--- config.mk ---
export PLATFORM = sky130hd
export DESIGN_NAME = bbcbc_pattern_gen
export DESIGN_NICKNAME = d
export VERILOG_FILES = /design/src/rtl/pattern_pkg.sv /design/src/rtl/bbcbc_pattern_gen.sv
export SDC_FILE = /design/constraint.sdc
export NUM_CORES = 1
export LEC_CHECK = 0
export ABC_CLOCK_PERIOD_IN_PS = 2000
export BUFFER_PORTS_ARGS = -buffer_cell sky130_fd_sc_hd__buf_2
export CORE_MARGIN = 3
export CORE_UTILIZATION = 45
export DETAILED_ROUTE_END_ITERATION = 7
export PLACE_DENSITY = 0.72
export SLEW_MARGIN = 20
export SYNTH_ARGS = -nofsm -noshare
export SYNTH_HDL_FRONTEND = slang
export SYNTH_SLANG_ARGS = --single-unit
export TNS_END_PERCENT = 10
--- constraint.sdc ---
create_clock -name clk -period 2 [get_ports clk]
set_clock_uncertainty 0.15 [all_clocks]
set_input_delay 0.6 -clock clk [delete_from_list [all_inputs] [get_ports clk]]
set_output_delay 0.6 -clock clk [all_outputs]
set_load 0.01 [all_outputs]
--- src/rtl/pattern_pkg.sv ---
// Shared definitions for the serial pattern generator and its detectors:
// FSM state encoding, b/c line symbols and the default "bbcbc" sequence.
package pattern_pkg;

   typedef enum logic [1:0] {
      S_IDLE = 2'd0,
      S_SEND = 2'd1,
      S_GAP  = 2'd2,
      S_DONE = 2'd3
   } state_t;

   localparam logic B = 1'b0;
   localparam logic C = 1'b1;

   // "bbcbc" with the first symbol in bit 0
   localparam logic [4:0] BBCBC = {C, B, C, B, B};

endpackage

--- src/rtl/bbcbc_pattern_gen.sv ---
// Serial pattern transmitter: sends PATTERN (LSB first) reps times with GAP idle cycles
// between repetitions; Moore outputs, first bit one cycle after start, done one cycle after last bit.
module bbcbc_pattern_gen
   import pattern_pkg::*;
#(
   parameter int                 PAT_LEN = 5,
   parameter logic [PAT_LEN-1:0] PATTERN = BBCBC,
   parameter int                 GAP     = 0,
   parameter int                 CNT_W   = 8
) (
   input  logic             clk,
   input  logic             rst,
   input  logic             start,
   input  logic [CNT_W-1:0] reps,
   output logic             out,
   output logic             valid,
   output logic             busy,
   output logic             done,
   output logic [CNT_W-1:0] sent_count
);

   localparam int IW = (PAT_LEN > 1) ? $clog2(PAT_LEN) : 1;
   localparam int GW = (GAP > 0) ? $clog2(GAP + 1) : 1;
   localparam logic [IW-1:0] LAST_IDX = IW'(PAT_LEN - 1);
   localparam logic [GW-1:0] LAST_GAP = GW'(GAP - 1);

   state_t           state, state_n;
   logic [IW-1:0]    idx, idx_n;
   logic [GW-1:0]    gcnt, gcnt_n;
   logic [CNT_W-1:0] rem, rem_n;
   logic [CNT_W-1:0] cnt_n;
   logic             out_n, valid_n, busy_n, done_n;

   always_comb begin
      state_n = state;
      idx_n   = idx;
      gcnt_n  = gcnt;
      rem_n   = rem;
      cnt_n   = sent_count;

      case (state)
         S_IDLE: begin
            if (start) begin
               cnt_n   = '0;
               rem_n   = reps;
               idx_n   = '0;
               gcnt_n  = '0;
               state_n = (reps != '0) ? S_SEND : S_DONE;
            end
         end
         S_SEND: begin
            if (idx == LAST_IDX) begin
               cnt_n = sent_count + CNT_W'(1);
               rem_n = rem - CNT_W'(1);
               idx_n = '0;
               if (rem == CNT_W'(1)) begin
                  state_n = S_DONE;
               end else if (GAP != 0) begin
                  gcnt_n  = '0;
                  state_n = S_GAP;
               end
            end else begin
               idx_n = idx + IW'(1);
            end
         end
         S_GAP: begin
            if (gcnt == LAST_GAP) begin
               idx_n   = '0;
               state_n = S_SEND;
            end else begin
               gcnt_n = gcnt + GW'(1);
            end
         end
         S_DONE: begin
            state_n = S_IDLE;
         end
         default: begin
            state_n = S_IDLE;
         end
      endcase

      // Outputs are decoded from the next state so they can be registered
      // and still line up with the state they describe.
      out_n   = C;
      valid_n = 1'b0;
      busy_n  = (state_n != S_IDLE);
      done_n  = (state_n == S_DONE);
      if (state_n == S_SEND) begin
         out_n   = PATTERN[idx_n];
         valid_n = 1'b1;
      end
   end

   always_ff @(posedge clk or posedge rst) begin
      if (rst) begin
         state      <= S_IDLE;
         idx        <= '0;
         gcnt       <= '0;
         rem        <= '0;
         sent_count <= '0;
         out        <= C;
         valid      <= 1'b0;
         busy       <= 1'b0;
         done       <= 1'b0;
      end else begin
         state      <= state_n;
         idx        <= idx_n;
         gcnt       <= gcnt_n;
         rem        <= rem_n;
         sent_count <= cnt_n;
         out        <= out_n;
         valid      <= valid_n;
         busy       <= busy_n;
         done       <= done_n;
      end
   end

endmodule

==> run metrics <==
status=finished clean; initial antenna violation count=0; Reg clk slew, reported paths=0.14 ns; Area Overhead vs Synth=17.8%; asr flop ratio synth=100%; Core ar.=2850 um2; CTS Buf Count=3; Total Power=0.00206 W; largest family of logic cells by synthesized area=simple AND/OR/NAND/NOR gates; dpl hpwl=2300 um; Final Hold Vio Count=0; simple-gate share of the synthesized area=22.4%; critical path data arrival time=2.01 ns; # port buffers=22; CTS tree=built; Clock Path Buffers=2; Core Rows=19; dpl cell area=1560 um2; DR pass1 iterations=4; Worst Path Required=2.10 ns; worst setup path class=flip-flop to flip-flop; min Tclk post-route=1.91 ns; vias in the first global route=1,136; synthesized net count=162; PwrDens=1250 nW/um2; Ys Warns=0; share of cells above drive strength 1=29.1%; Synth Area in Compound Gates=17.6%; leading post-synthesis cells by cell area=dfrtp_1, ha_1, nor2_1; first-pass GRT wire length=5080 um; FF+latch count, synth=26; # Max-Cap Violations=0; area share of the largest cell type after synthesis=44.9%; worst-path fanout max=5; VDD IR max=0.000730 V; Synth Area in Adders=4.49%; routability cong.=0.909; clk sinks=26; final setup vio count=0; Leakage=0.726 nW; htree depth=1; max-slew violations=0; Most used DFF post-synth=dfrtp_1; class of the worst hold path=input port to asynchronous set/reset pin; fin nets=192; post-synthesis xor/xnor area fraction=4.40%; Die W=61.7 um; drt total wl=3060 um; die area=3800 um2; Initial Utilization=48.9%; cell taking the most area after synthesis=dfrtp_1; ant diodes=0; DRC Markers=0; Post-synth EDFFs=0; DRT antenna net count=0; Routed wire per std cell=14.8 um; CP startpoint kind=flip-flop; Syn Inst Count=146; max_slew headroom=63.6%; Max Fclk=523 MHz; total number of vias=1,192; total global-route track usage=18.1%; largest net degree at the start of global routing=27; Synth cell types=36; Worst setup EP type=flip-flop; synthesized area per cell=9.55 um2; mux share of post-synthesis cell area=0%; Final Cell Area=1640 um2; worst slew pin tran=0.546 ns; fin crit share=95.5%; Seq/Total Area, Yosys=46.8%; grt ovf=0; die height=61.7 um; Avg Vias per Cell=5.79; I/O Pins=23; root buffer cell=clkbuf_4; Post-Syn Area=1390 um2; Clock Latency Late Sink=0.32 ns; DR iter-0 viols=43
## report_power, final
| group | total, W | switching, W | internal, W |
|---|---|---|---|
| Sequential | 0.000940 | 0.000221 | 0.000720 |
| Clock | 0.000268 | 0.000157 | 0.000111 |
| Combinational | 0.000848 | 0.000456 | 0.000392 |
## sequential cells by signal (all words and copies together), names as in the netlist
register / count
valid: 1
idx: 3
rem: 8
state: 2
sent_count: 8
done: 1
busy: 1
gcnt: 1
out: 1
## through the flow
step / TNS (ns) / std cells / worst slack (ns) / hold slack (ns) / util, %
after floorplan: 0 / 146 / 0.156 / 0.324 / -
after global placement: 0 / 200 / 0.128 / 0.354 / 54.6
after detailed placement: 0 / 200 / 0.0151 / 0.368 / 54.6
after CTS: 0 / 204 / 0.00172 / 0.159 / 55.9
after global routing: -0.0146 / 206 / -0.0146 / 0.170 / 57.5
final: 0 / 206 / 0.0895 / 0.147 / 57.5
## cell type report
class	count	area [um2]
clock buffers	4	36.3
flip-flops and latches	26	653
well taps	31	38.8
multi-input cells	107	713
fillers	263	1210
inverters	8	30.0
repair buffers	30	170
## placed cells by master, fill, tap and decap left out, types with 2 or more instances in the layout
master	n
nor2_1	15
a2bb2oi_1	2
nand4_1	3
buf_2	22
a2111oi_2	3
xor2_1	3
inv_2	2
a21oi_1	9
nor3_1	3
clkbuf_4	3
nand2b_1	2
o2bb2ai_1	2
nand3_1	5
inv_1	6
buf_4	8
nand2_1	14
xnor2_1	4
nor2b_1	2
nor4_1	4
o21ai_0	10
dfrtp_1	24
nor3b_1	3
ha_1	4
## worst max-delay path, cell delays in order, from the launching register on
cell     delay [ns]
dfrtp_2        0.43
inv_1          0.06
ha_1           0.25
and4b_1        0.28
a31oi_2        0.19
nand2_1        0.11
or3_1          0.37
## cell families after synthesis
family                   Yosys count
XOR/XNOR                           7
AND/OR/NAND/NOR                   59
AO/OA/AOI/OAI                     36
adder cells (fa/ha/maj)            5
flip-flops                        26
buffers and inverters             13
## metal layers
| metal | track usage [%] | routed length [um] | up-vias | part of all wire (%) |
|---|---|---|---|---|
| li1 | - | - | 583 | - |
| met1 | 23.9 | 1420 | 564 | 46 |
| met2 | 30.0 | 1470 | 41 | 48 |
| met3 | 2.73 | 145 | 4 | 4.7 |
| met4 | 6.36 | 30 | 0 | 0.98 |
| met5 | 0 | 0 | - | 0 |
## what timing repair did
action / CTS / global route
buffers inserted: 0 / 2
setup endpoints to repair: 0 / 5
resized for setup: 0 / 10
hold buffers: 0 / 0
## worst paths after layout
check,from,cells after the start,endpoint,slack [ns]
max,idx[0],6,out,0.09
min,rst,3,rem[0],0.15
max reg2reg,idx[0],6,out,0.09
max in group asynchronous,rst,3,out,1.26
min reg2reg,idx[0],1,idx[0],0.40
min in group clk,idx[0],1,idx[0],0.40
## Yosys cell counts, types with 4 or more instances
cell and instances:
nand2_1 14, a21oi_1 10, o21ai_0 10, nor2_1 15, dfrtp_1 25, inv_1 8, nor4_1 4, xnor2_1 4
ha_1 5, nand3_1 5
No activity file was read; power rests on OpenSTA's default activity.
